### config.mk
export PLATFORM = sky130hd
export DESIGN_NAME = dcache_perf_monitor
export DESIGN_NICKNAME = d
export VERILOG_FILES = /design/src/rtl/dcache_perf_monitor.sv
export SDC_FILE = /design/constraint.sdc
export NUM_CORES = 1
export LEC_CHECK = 0
export CAP_MARGIN = 20
export CELL_PAD_IN_SITES_DETAIL_PLACEMENT = 1
export CELL_PAD_IN_SITES_GLOBAL_PLACEMENT = 1
export CORE_ASPECT_RATIO = 0.7
export CORE_MARGIN = 4
export CORE_UTILIZATION = 30
export CTS_CLUSTER_SIZE = 10
export DETAILED_ROUTE_END_ITERATION = 7
export DONT_BUFFER_PORTS = 1
export HOLD_SLACK_MARGIN = 0.06
export MAX_ROUTING_LAYER = met4
export PLACE_DENSITY = 0.49
export SLEW_MARGIN = 20
export SYNTH_ARGS = -nofsm -noshare
export SYNTH_HDL_FRONTEND = slang
export SYNTH_SLANG_ARGS = --single-unit
### constraint.sdc
create_clock -name clk_i -period 11.5 [get_ports clk_i]
set_clock_uncertainty 0.15 [all_clocks]
set_input_delay 2.3 -clock clk_i [delete_from_list [all_inputs] [get_ports clk_i]]
set_output_delay 2.3 -clock clk_i [all_outputs]
set_load 0.05 [all_outputs]
### src/rtl/dcache_perf_monitor.sv
// dcache_perf_monitor
// Watches the dcache CPU-side port and controller status. It counts read/write
// hits and misses, write-backs and stall cycles, and captures the address of
// the last miss. Results are read through a registered select port.
// Optional feature macro: DCACHE_MON_LAT_EN adds per-miss latency tracking.
// When the macro is defined, select 6 returns the worst miss latency seen.
// When it is not defined, select 6 reads 0.
module dcache_perf_monitor #(
  parameter int CNT_W  = 32,
  parameter int ADDR_W = 32
) (
  input  logic              clk_i,
  input  logic              rst_i,
  input  logic              enable_i,
  input  logic              clr_i,
  input  logic              p1_MemRead_i,
  input  logic              p1_MemWrite_i,
  input  logic [ADDR_W-1:0] p1_addr_i,
  input  logic              p1_stall_i,
  input  logic              ctrl_idle_i,
  input  logic              sram_dirty_i,
  input  logic [2:0]        rd_sel_i,
  output logic [CNT_W-1:0]  rd_data_o,
  output logic              sat_o
);

  // Counter slots; the index doubles as the readout select value.
  localparam int N_CNT   = 6;
  localparam int IDX_RH  = 0;
  localparam int IDX_RM  = 1;
  localparam int IDX_WH  = 2;
  localparam int IDX_WM  = 3;
  localparam int IDX_WB  = 4;
  localparam int IDX_STL = 5;
  localparam logic [CNT_W-1:0] CNT_MAX = {CNT_W{1'b1}};

  logic              req;
  logic              is_wr;
  logic              miss_ev;
  logic              hit_ev;
  logic [N_CNT-1:0]  inc;
  logic [CNT_W-1:0]  cnt_q [N_CNT];
  logic [CNT_W-1:0]  cnt_d [N_CNT];
  logic              miss_pend_q, miss_pend_d;
  logic [ADDR_W-1:0] last_addr_q, last_addr_d;
  logic              sat_q, sat_d;
  logic [CNT_W-1:0]  rd_data_q, rd_data_d;
  logic [CNT_W-1:0]  max_lat_val;
  logic [CNT_W-1:0]  addr_ext;

  // Classify this cycle's access; a simultaneous read+write counts as a write.
  always_comb begin
    req          = p1_MemRead_i | p1_MemWrite_i;
    is_wr        = p1_MemWrite_i;
    miss_ev      = req & p1_stall_i & ctrl_idle_i & ~miss_pend_q;
    hit_ev       = req & ~p1_stall_i & ~miss_pend_q;
    inc          = '0;
    inc[IDX_RH]  = hit_ev & ~is_wr;
    inc[IDX_RM]  = miss_ev & ~is_wr;
    inc[IDX_WH]  = hit_ev & is_wr;
    inc[IDX_WM]  = miss_ev & is_wr;
    inc[IDX_WB]  = miss_ev & sram_dirty_i;
    inc[IDX_STL] = p1_stall_i;
  end

  // Track the outstanding miss. This ignores enable so re-enabling mid-miss
  // cannot turn the completion cycle into a hit.
  always_comb begin
    miss_pend_d = miss_pend_q;
    if (clr_i)
      miss_pend_d = 1'b0;
    else if (miss_ev)
      miss_pend_d = 1'b1;
    else if (!p1_stall_i)
      miss_pend_d = 1'b0;
  end

  // Saturating event counters, captured miss address and sticky saturation flag.
  always_comb begin
    last_addr_d = last_addr_q;
    sat_d       = sat_q;
    for (int i = 0; i < N_CNT; i++) begin
      cnt_d[i] = cnt_q[i];
      if (clr_i)
        cnt_d[i] = '0;
      else if (enable_i && inc[i] && (cnt_q[i] != CNT_MAX))
        cnt_d[i] = cnt_q[i] + 1'b1;
    end
    if (clr_i) begin
      last_addr_d = '0;
      sat_d       = 1'b0;
    end else begin
      if (enable_i && miss_ev)
        last_addr_d = p1_addr_i;
      for (int i = 0; i < N_CNT; i++)
        if (cnt_d[i] == CNT_MAX)
          sat_d = 1'b1;
    end
  end

`ifdef DCACHE_MON_LAT_EN
  logic [CNT_W-1:0] cur_lat_q, cur_lat_d;
  logic [CNT_W-1:0] max_lat_q, max_lat_d;

  // Measure the running miss latency and keep the worst one seen at completion.
  always_comb begin
    cur_lat_d = cur_lat_q;
    max_lat_d = max_lat_q;
    if (clr_i) begin
      cur_lat_d = '0;
      max_lat_d = '0;
    end else if (enable_i) begin
      if (miss_ev)
        cur_lat_d = CNT_W'(1);
      else if (miss_pend_q && p1_stall_i && (cur_lat_q != CNT_MAX))
        cur_lat_d = cur_lat_q + 1'b1;
      if (miss_pend_q && !p1_stall_i && (cur_lat_q > max_lat_q))
        max_lat_d = cur_lat_q;
    end
  end

  // Latency state registers.
  always_ff @(posedge clk_i or posedge rst_i) begin
    if (rst_i) begin
      cur_lat_q <= '0;
      max_lat_q <= '0;
    end else begin
      cur_lat_q <= cur_lat_d;
      max_lat_q <= max_lat_d;
    end
  end

  assign max_lat_val = max_lat_q;
`else
  assign max_lat_val = '0;
`endif

  // Fit the captured address to the readout width.
  if (ADDR_W >= CNT_W) begin : g_addr_trunc
    assign addr_ext = last_addr_q[CNT_W-1:0];
  end else begin : g_addr_zext
    assign addr_ext = {{(CNT_W-ADDR_W){1'b0}}, last_addr_q};
  end

  // Readout mux; it is registered, so it shows pre-edge register values.
  always_comb begin
    rd_data_d = '0;
    case (rd_sel_i)
      3'd0:    rd_data_d = cnt_q[IDX_RH];
      3'd1:    rd_data_d = cnt_q[IDX_RM];
      3'd2:    rd_data_d = cnt_q[IDX_WH];
      3'd3:    rd_data_d = cnt_q[IDX_WM];
      3'd4:    rd_data_d = cnt_q[IDX_WB];
      3'd5:    rd_data_d = cnt_q[IDX_STL];
      3'd6:    rd_data_d = max_lat_val;
      3'd7:    rd_data_d = addr_ext;
      default: rd_data_d = '0;
    endcase
  end

  // State registers with immediate reset.
  always_ff @(posedge clk_i or posedge rst_i) begin
    if (rst_i) begin
      for (int i = 0; i < N_CNT; i++)
        cnt_q[i] <= '0;
      miss_pend_q <= 1'b0;
      last_addr_q <= '0;
      sat_q       <= 1'b0;
      rd_data_q   <= '0;
    end else begin
      for (int i = 0; i < N_CNT; i++)
        cnt_q[i] <= cnt_d[i];
      miss_pend_q <= miss_pend_d;
      last_addr_q <= last_addr_d;
      sat_q       <= sat_d;
      rd_data_q   <= rd_data_d;
    end
  end

  assign rd_data_o = rd_data_q;
  assign sat_o     = sat_q;

endmodule

Word level (Yosys, flattened, before mapping)
Index checks and enable logic that the tools add are counted.

Flip-flop bits (word level): 258. Output and inout bits: 33. Latch bits: 0. Memories kept: 0. Word-level logic and storage cells: 91. RAM bits: 0. Input bits: 44. ROM bits: 0.

Add/sub/neg operators: 6. Equality and inequality tests: 20. Multiplexer cells: 25. Reduce and logical (&&, ||, !) cells: 16. Bitwise operators: 14. Shift operators: 0. Divide/modulo/power cells: 0. Magnitude comparators: 0. Multiply operators: 0.

Operators with widths (count): $mux 32 (14); $pmux 32 s8 (1); $add 32x1->32 const B (6); $eq 32x32->1 const B (6); $ne 32x32->1 const B (6); $logic_and 1x1->1 (13); $eq 3x3->1 const B (4); $and 1x1->1 (10); $mux 1 (10); $reduce_bool 7->1 (1); $eq 3x2->1 const B (2); $eq 3x1->1 const B (1); $logic_not 3->1 (1); $ne 3x2->1 const B (1); $not 1->1 (3); $reduce_bool 2->1 (1); $or 1x1->1 (1).

Longest topological paths before layout
Depth after elaboration: 16. Depth in mapped cells: 13. Gate-level depth less buffers: 10.

Worst setup path before layout
OpenSTA, ideal clock, no wires.

Path kind: in2reg. Start point: input p1_stall_i. End point: register sat_q, in the netlist sat_o. Arrival time: 4.859 ns. Setup slack: 6.408 ns. Required time: 11.266 ns. Setup time: 0.084 ns. Stages: 9. Buffers on the path: 0. Cell sequence: or3b_4 > nor4_4 > o21ai_4 > or3_1 > a211oi_2 > nand4b_1 > or4_1 > or4_1 > a41oi_2.

Longest elaborated chain between the ends: 15.

Ends and longest elaborated chain: start, declared (line 19) `input logic p1_stall_i,`; $and 1x1->1 (3 in series) (line 55) `miss_ev = req & p1_stall_i & ctrl_idle_i & ~miss_pend_q;`; $and 1x1->1 (line 59) `inc[IDX_RM] = miss_ev & ~is_wr;`; $logic_and 1x1->1 (2 in series) (line 86) `else if (enable_i && inc[i] && (cnt_q[i] != CNT_MAX))`; $mux 32 (line 86); $mux 32 (line 84) `if (clr_i)`; $eq 32x32->1 (line 96) `if (cnt_d[i] == CNT_MAX)`; $mux 1 (5 in series) (line 96); $mux 1 (line 89) `if (clr_i) begin`; end signal, assigned (line 175) `sat_q <= sat_d;`; end, declared (line 46) `logic sat_q, sat_d;`.

Parallel ways exist; a longest one is shown, timed or not. A chain may end at the register's enable or synchronous reset.

Worst setup path in the final report
Ends and elaborated chain as after synthesis.

==> results.cfg <==
[run_status]
status = finished clean

[setup_path]
critPathLaunchType = input port
cp_cell_sequence = nand4bb_1 > nor4_2 > nand3_1 > or4_1 > xnor2_1 > o2111ai_1 > nor4_1 > a211oi_1 > a41oi_2
slowest_delay_ns = 0.67
critical_path_class = input port to register
worstPathRequired_ns = 11.86
rr_startpoint = cnt_q[64]
critPathMaxFanout = 14
crit_start = p1_stall_i
worstSetupEndpointType = register
crit_arrival_ns = 5.80
crit_slowest_cell = nor4_2

[floorplan]
core-area_um2 = 51110
die-area_um2 = 55890
die_y_um = 199.0
fp.dieW_um = 280.9
start_util_pct = 30.59
rows = 69
ioPinCount = 77

[cts]
cts_tree = done
clk_pin_slew_ns = 0.06
cts_hold_buf = 0
clock-sinks = 258
clk_root_buffer_cell = clkbuf_16
post_cts_buffers = 0
cts_max_path_buffers = 3
htree_num_levels = 1
cts_resized = 0
numCtsBuffers = 31
insertion_delay_ns = 0.60

[finish]
drive_gt1_share_pct = 6.934
finish.net_count = 1783
final-seq-area_um2 = 6456
multiInputGateArea_um2 = 8688
fillers = 5967
synthToLayoutAreaGrowth_pct = 9.100
final_core_util_pct = 33.37

[sta]
setup_viol_count_final = 0
slew_headroom_pct = 33.88
tightest_slew_ns = 0.9828
drv_slew = 0
tns_ns = 0
hold_ws_ns = 0.3726
period_share_pct = 47.29
hold_viol = 0
max_clock_freq_mhz = 183.9
period_needed_ns = 5.438
grt_setup_unrepaired = false

[synthesis]
synth_area_per_cell_um2 = 8.724
ys_async_sr_fraction_pct = 100.0
yosys_warnings = 0
synth_area_leaders = dfrtp_1 41%, nor2_1 5.6%, nand2_1 4.8%
synth_edf_count = 0
synth-seq-cells = 258
synth.distinct_cells = 83
synthFlopType = dfrtp_1
synth_common_cells = 258 x dfrtp_1, 233 x nor2_1, 199 x nand2_1
synth.top_cell.area_share_pct = 41.30
synthCells = 1792
synth_nets = 1842
post-synth-top-count-cell = dfrtp_1
ys_seq_area_share_pct = 41.30
yosysTopAreaCell = dfrtp_1
synth.cell_area_um2 = 15630

[placement]
gp_congestion = 0.9279
hpwl_um = 51450
numPortBuffers = 0

[global_routing]
grt_pass1_vias = 14127
grt_overflow = 0
antenna_found_initial = 5
grt_pass1_wl_um = 100500
grt.total_usage_pct = 24.95
grt_max_degree = 236

[routing]
drc = 0
routed_wl_um = 68420
dr.pass1.iters = 7
vias_per_cell = 5.910
drt_iter0_drc = 1340
dr_total_vias = 14302
wl_per_cell_um = 28.27
ant_nets = 0

[power]
total_power_uw = 1960
power.switching_uw = 516.9
leakage_uw = 0.006525
power_frac_clock_pct = 46.9
ir_drop_v = 0.0001052
power_frac_comb_pct = 4.5
pwr-share-seq_pct = 48.6
power.density_nw_per_um2 = 114.9
switching_share_pct = 26.37
internal_power_uw = 1444

[job]
cap_violations = 0

[worst_hold_path]
min_from = addr_ext[20]
hold_class = register to register
[flip-flops by register name (all words and copies together) (netlist names)]
name,flops
cnt_q,192
addr_ext,32
rd_data_o,32
miss_pend_q,1
sat_o,1
[layout by cell type, fill, tap and decap left out, drive strengths merged, types with 8 or more instances in the layout]
master / Yosys / routed
nand2: 199 / 199
or3: 22 / 22
clkbuf: 83 / 41
or4: 22 / 22
or2: 8 / 8
and3: 40 / 40
and2: 19 / 19
a221oi: 14 / 14
a31oi: 8 / 8
dfrtp: 258 / 258
o31ai: 8 / 8
o221ai: 11 / 11
nand3: 86 / 86
mux2: 27 / 27
and4: 34 / 34
o21ai: 55 / 55
nor2: 233 / 233
a31o: 9 / 9
xor2: 66 / 66
inv: 26 / 27
a211oi: 10 / 10
buf: 21 / 12
nor3: 43 / 43
nand4: 82 / 82
xnor2: 69 / 69
a21oi: 88 / 88
nor4: 51 / 51
o211ai: 9 / 9
o22ai: 12 / 12
mux2i: 30 / 30
nor2b: 13 / 13
o21a: 14 / 14
[cell type report]
cell class                      count  area share (%)
Antenna cell                        1         0.01467
Clock buffer                       41           4.944
Clock inverter                      4          0.1394
Inverter                           27          0.6382
Multi-Input combinational cell   1403           50.94
Sequential cell                   258           37.85
Tap cell                          674           4.944
Timing Repair Buffer               12          0.5282
[worst max-delay path: cells and delay by family]
kind                      cells  cell delay [ns]
AOI/OAI and AO/OA             3             0.46
xor gates and xnor gates      1             0.23
and+or+nand+nor               5             2.81
[metal layers]
| layer | part of all wire (%) | track usage (%) |
|---|---|---|
| met4 | 1.8 | 4.164 |
| met5 | 0 | - |
| met3 | 8.8 | 6.617 |
| met1 | 51 | 38.60 |
| met2 | 38 | 32.32 |
[power groups by stage]
stage          Clock [uW]  Sequential [uW]  Combinational (uW)
2_1_floorplan           0              963                74.5
3_3_place_gp            0              969                89.7
3_5_place_dp            0              969                89.9
4_1_cts               944              953                90.3
5_1_grt               978              953                97.7
6_report              919              953                88.8
[through the flow]
stage	cells	area (um^2)	worst slack, ns
final	2420	17060	6.062
after global routing	2420	17060	5.840
after CTS	2419	17050	6.134
after detailed placement	2374	16190	5.503
after global placement	2374	16190	5.636
after floorplan	1792	15630	1.952
[cells by family after synthesis]
family / Yosys count / share of synthesized area [%]
xor gates and xnor gates: 135 / 7.563
AOI/OAI and AO/OA: 302 / 13.06
and+or+nand+nor: 898 / 29.80
DFF: 258 / 41.30
adders and majority gates: 6 / 0.4802
buffers and inverters: 131 / 3.217
muxes: 62 / 4.586
[worst paths after layout]
kind | cells after the start | end | slack (ns)
min in group asynchronous | 1 | cnt_q[0] | 1.42
setup / recovery | 9 | sat_o | 6.06
hold / removal | 2 | addr_ext[20] | 0.37
setup reg to reg | 10 | sat_o | 6.70
hold reg to reg | 2 | addr_ext[20] | 0.37
max in group asynchronous | 3 | cnt_q[74] | 7.52
Note: power is estimated with default switching activity, not from simulation.
